<file path="config.mk">
export PLATFORM = sky130hd
export DESIGN_NAME = pc_fetch_unit
export DESIGN_NICKNAME = d
export VERILOG_FILES = /design/src/rtl/pc_fetch_unit.sv
export SDC_FILE = /design/constraint.sdc
export NUM_CORES = 1
export LEC_CHECK = 0
export CAP_MARGIN = 40
export CORE_MARGIN = 4
export CORE_UTILIZATION = 37
export DETAILED_ROUTE_END_ITERATION = 12
export PLACE_DENSITY = 0.76
export SLEW_MARGIN = 20
export SYNTH_ARGS = -nofsm -noshare
export SYNTH_HDL_FRONTEND = slang
export SYNTH_SLANG_ARGS = --single-unit
</file>
<file path="constraint.sdc">
create_clock -name in_clk -period 1.1 [get_ports in_clk]
set_input_delay 0.22 -clock in_clk [delete_from_list [all_inputs] [get_ports in_clk]]
set_output_delay 0.22 -clock in_clk [all_outputs]
set_load 0.03 [all_outputs]
</file>
<file path="src/rtl/pc_fetch_unit.sv">
// Fetch stage: owns the PC, runs the instruction-memory request/ack handshake
// and hands each instruction plus its PC to decode over valid/ready.
module pc_fetch_unit #(
  parameter int                          ADDR_WIDTH = 8,
  parameter int                          DATA_WIDTH = 32,
  parameter logic [ADDR_WIDTH-1:0]       RESET_PC   = '0
) (
  input  logic                  in_clk,
  input  logic                  in_rst_n,
  input  logic                  in_pc_sel,
  input  logic [ADDR_WIDTH-1:0] in_target,
  output logic                  out_imem_req,
  output logic [ADDR_WIDTH-1:0] out_imem_addr,
  input  logic                  in_imem_ack,
  input  logic [DATA_WIDTH-1:0] in_imem_data,
  output logic                  out_valid,
  input  logic                  in_ready,
  output logic [DATA_WIDTH-1:0] out_instr,
  output logic [ADDR_WIDTH-1:0] out_pc
);

  localparam logic [1:0] IDLE  = 2'd0;
  localparam logic [1:0] FETCH = 2'd1;
  localparam logic [1:0] HOLD  = 2'd2;

  localparam logic [ADDR_WIDTH-1:0] PC_ONE = ADDR_WIDTH'(1);

  logic [1:0]            state_reg, state_next;
  logic [ADDR_WIDTH-1:0] pc_reg, pc_next;
  logic                  req_reg, req_next;
  logic                  valid_reg, valid_next;
  logic [DATA_WIDTH-1:0] instr_reg, instr_next;
  logic [ADDR_WIDTH-1:0] out_pc_reg, out_pc_next;

  always_comb begin
    state_next  = state_reg;
    pc_next     = pc_reg;
    req_next    = req_reg;
    valid_next  = valid_reg;
    instr_next  = instr_reg;
    out_pc_next = out_pc_reg;

    // A redirect wins over everything: any ack this cycle belongs to the old
    // stream and is dropped. A concurrent valid/ready transfer still happens.
    if (in_pc_sel) begin
      pc_next    = in_target;
      state_next = FETCH;
      req_next   = 1'b1;
      valid_next = 1'b0;
    end else begin
      case (state_reg)
        IDLE: begin
          state_next = FETCH;
          req_next   = 1'b1;
        end
        FETCH: begin
          if (in_imem_ack) begin
            instr_next  = in_imem_data;
            out_pc_next = pc_reg;
            pc_next     = pc_reg + PC_ONE;
            valid_next  = 1'b1;
            req_next    = 1'b0;
            state_next  = HOLD;
          end
        end
        HOLD: begin
          // Acks arriving here have no request behind them and are ignored.
          if (in_ready) begin
            valid_next = 1'b0;
            req_next   = 1'b1;
            state_next = FETCH;
          end
        end
        default: begin
          state_next = IDLE;
          req_next   = 1'b0;
          valid_next = 1'b0;
        end
      endcase
    end
  end

  always_ff @(posedge in_clk) begin
    if (!in_rst_n) begin
      state_reg  <= IDLE;
      pc_reg     <= RESET_PC;
      req_reg    <= 1'b0;
      valid_reg  <= 1'b0;
      instr_reg  <= '0;
      out_pc_reg <= '0;
    end else begin
      state_reg  <= state_next;
      pc_reg     <= pc_next;
      req_reg    <= req_next;
      valid_reg  <= valid_next;
      instr_reg  <= instr_next;
      out_pc_reg <= out_pc_next;
    end
  end

  assign out_imem_req  = req_reg;
  assign out_imem_addr = pc_reg;
  assign out_valid     = valid_reg;
  assign out_instr     = instr_reg;
  assign out_pc        = out_pc_reg;

endmodule
</file>
# Yosys cells after proc, flatten, opt, wreduce, memory -nomap -nowiden
# Cells that the tools add are included.
# word_totals
register_bits	52
latchBits	0
ramBits	0
output_inout_bits	50
rom_bits	0
memories	0
wordCells	40
input_bits	45
# op_classes
n_eq_ne	6
shifts	0
add_sub_neg	1
n_lt_le_gt_ge	0
n_bitwise	3
muxes	14
n_div	0
n_reduce_logical	9
n_mul	0
# ops
operator	n
8-bit 2-to-1 mux	3
8-bit by 1-bit adder with 8-bit output, second input constant	1
1-bit 2-to-1 mux	6
3-bit inequality test, second input constant	2
1-bit case mux with 3 select lines	2
2-bit case mux with 3 select lines	1
2-bit AND reduction	3
3-bit AND reduction	2
2-bit 2-to-1 mux	2
2-bit inequality test, second input constant	2
2-bit nonzero test	2
1-bit NOT	3
2-bit by 1-bit == test with 1-bit output, second input constant	1
2-bit == test, second input constant	1
2-bit logical NOT	1
2-bit OR reduction	1

# Depth between registers and ports, before layout
# logic_depth
word_depth	4
mapped_depth	5
mapped_depth_nobuf	4

# Worst setup path before layout
# Ideal clock, no wire load.
# synth_timing
path_kind	reg2reg
startpoint	register pc_reg[2] (netlist: out_imem_addr[2])
endpoint	register pc_reg[7] (netlist: out_imem_addr[7])
setup_ps	70
required_ps	1030
period_less_slack_ps	1297
stages_incl_launch_ff	5
n_path_buf	0
arrival_ps	1227
slack_ps	-197
path_cell_list	dfxtp_1 > and4_1 > nand4_1 > xor2_1 > a21oi_1
# synth_between
elab_chain_cells	4
# synth_lines
item	line_no	source
start, declared	29	logic [ADDR_WIDTH-1:0] pc_reg, pc_next;
start signal, assigned	93	pc_reg <= pc_next;
8-bit by 1-bit adder with 8-bit output	60	pc_next = pc_reg + PC_ONE;
8-bit 2-to-1 mux	57	if (in_imem_ack) begin
8-bit 2-to-1 mux	51	case (state_reg)
8-bit 2-to-1 mux	45	if (in_pc_sel) begin
# Every way passes these cells. The select of a mux whose other input is x is not followed.
# A chain may end at the register's enable or synchronous reset.

# Worst setup path in the final report
# layout_timing
startpoint	register state_reg[1]
endpoint	register instr_reg[23] (netlist: out_instr[23])
# layout_between
elab_chain_cells	2
# layout_lines
item	line_no	source
start, declared	28	logic [1:0] state_reg, state_next;
start signal, assigned	92	state_reg <= state_next;
2-bit by 1-bit == test with 1-bit output	51	
3-bit AND reduction (no source line)	n/a	
end signal, assigned	96	instr_reg <= instr_next;
end, declared	32	logic [DATA_WIDTH-1:0] instr_reg, instr_next;
# Every way passes these cells.

==> results.ini <==
[setup_path]
cp.arrival_ns=1.49
r2r-start=state_reg[1]
cp-start-kind=flop
crit_path_start=state_reg[1]
end_kind=flop
crit_fanout=5
critPathKind=flop to flop
required_ns=1.33

[hold_path]
hp-start=in_pc_sel
hp-class=input pin to flop

[grt]
grt_start_max_net_pins=41
grt_pass1_vias=1882
antenna_found_initial=0
grt_pass1_wl_um=8320
gr-total-overflow=0
grtUsageTotal_pct=16.0

[clocking]
clock-root-buffer=clkbuf_8
htreeDepth=2
cts_sinks=52
clk_pin_slew_ns=0.09
cts_buffers=5
clk_path_buf_depth=2
cts_tree=yes
clock_latency_ns=0.30

[sta]
setup_slack_ns=-0.160
hold_viol=0
max_freq_mhz=794
setup_viol=47
slew_violations=0
rsz0062_at_grt=true
tns_ns=-3.81
relSlewSlack_pct=85.0
tightest_slew_ns=0.222
final.period_utilization_pct=115
period_needed_ns=1.26
skew_ns=0.00589

[power_and_ir_drop]
vdd_drop_max_uv=620
power_uw=4140
cellPowerDensity_nw_per_um2=1200
p_leak_uw=0.00140

[detailed_routing]
drt_iter0_markers=52
dr.pass1.iters=6
vias=2034
drc=0
vias_per_cell=4.80
drt.antenna.violating_nets=0
drt_wl_total_um=5920
wl_per_cell_um=14.0

[yosys]
syn_nets=287
ys_seq_area_share_pct=51.3
synth_area_leaders=dfxtp_1 (51%), nand2_1 (16%), a21boi_0 (12%)
synthCells=241
ys_types=25
synth_top_cell_by_area=dfxtp_1
synth.avg_cell_area_um2=8.43
yosysWarnings=0
ys_ff_latch=52
yosys.area.top_type_share_pct=51.3
synth.cell_area_um2=2030
dominantRegCellSynth=dfxtp_1
synth_edf_count=0
async_flop_share_pct=0

[die]
io_pins=95
rows=26
die_h_um=82.1
dieWidth_um=82.1
die-area_um2=6740
start_util_pct=39.0
core-area_um2=5200

[final_layout]
nets=399
syn_to_final_growth_pct=69.4
register_area_um2=1060
largest_register_ffs=32
multiInputGateArea_um2=992
drive_gt1_share_pct=31.6
fillers=459
num_antenna_cells=0

[run]
maxCapViolCount=0

[outcome]
status=finished with violations
violations=setup timing

[placed_design]
dp_hpwl_um=3760
io_buffers=94
finalWeightedCongestion=0.773

## cells in the mapped netlist (all sizes together), types with 2 or more instances
library cell,count
a21boi,40
a21oi,10
and2,2
buf,9
clkbuf,6
dfxtp,52
nand2,84
nand3,3
nand4,2
nor2,4
nor2b,2
o21a,2
o21ai,10
xnor2,2
xor2,5
## what timing repair did
action | CTS | global route
resized for setup | 50 | 20
setup buffers | 5 | 4
endpoints found under the hold margin | 0 | 0
gates cloned | 0 | 4
pin swaps | 6 | 9
hold buffers | 0 | 0
endpoints found under the setup margin | 51 | 58
## critical path, stage by stage, from the launching register on
cell	delay [ns]
dfxtp_2	0.34
nand3b_1	0.21
nor2_4	0.17
buf_12	0.15
clkbuf_16	0.14
nand2_1	0.05
a21boi_1	0.12
## metrics by stage
stage          area (um2)  std cells  worst slack (ns)  hold slack (ns)  utilization [%]
4_1_cts              3270        418            -0.113            0.443             62.8
3_5_place_dp         3060        405            -0.482            0.447             58.8
5_1_grt              3440        424            -0.208            0.391             66.1
6_report             3440        424            -0.160            0.367             66.1
3_3_place_gp         3060        405            -0.413            0.442             58.8
2_1_floorplan        2050        241           -0.0142            0.344                -
## metal layers
metal / vias up / share of wire (%) / track usage (%)
met1: 949 / 41 / 17.4
met2: 64 / 50 / 30.1
met3: 4 / 8.3 / 5.04
li1: 1017 / - / -
met5: - / 0 / 0
met4: 0 / 0.46 / 3.49
## placed cells by master, fill, tap and decap left out, types with 5 or more instances in the layout
cell type and instances:
nand2_1 77, buf_4 56, clkdlybuf4s50_1 42, dfxtp_1 41, a21boi_1 38, o21ai_0 10
a21oi_1 10, buf_6 10, dfxtp_2 8, buf_12 7, nand2_2 5, xor2_1 5
clkbuf_8 5
## kinds of logic after synthesis
group           after synthesis  synth area share, %
simple gates                102                 20.7
compound gates               63                 20.8
flops                        52                 51.3
buf+inv                      16                 3.64
xor+xnor                      7                 3.02
fa+ha+maj                     1                0.616
## report_power, final
| group | internal, uW | switching, uW | leakage, uW |
|---|---|---|---|
| registers | 1960 | 54.5 | 0.000428 |
| clock network | 686 | 634 | 0.0000548 |
| logic | 428 | 376 | 0.000921 |
## layout make-up
type                       instances  area share [%]
clock inverter                     3            1.35
sequential                        52            30.9
tap                               70            2.55
timing repair buffer             120            34.3
clock buffer                       5            2.00
multi-input combinational        173            28.8
inverter                           1           0.109
## final timing paths
path / end / slack (ns) / cells past startpoint
max: out_instr[23] / -0.16 / 6
min: out_imem_req / 0.37 / 3
max reg2reg: out_instr[23] / -0.16 / 6
min reg2reg: out_instr[4] / 0.46 / 2
No activity file was read; power rests on OpenSTA's default activity.
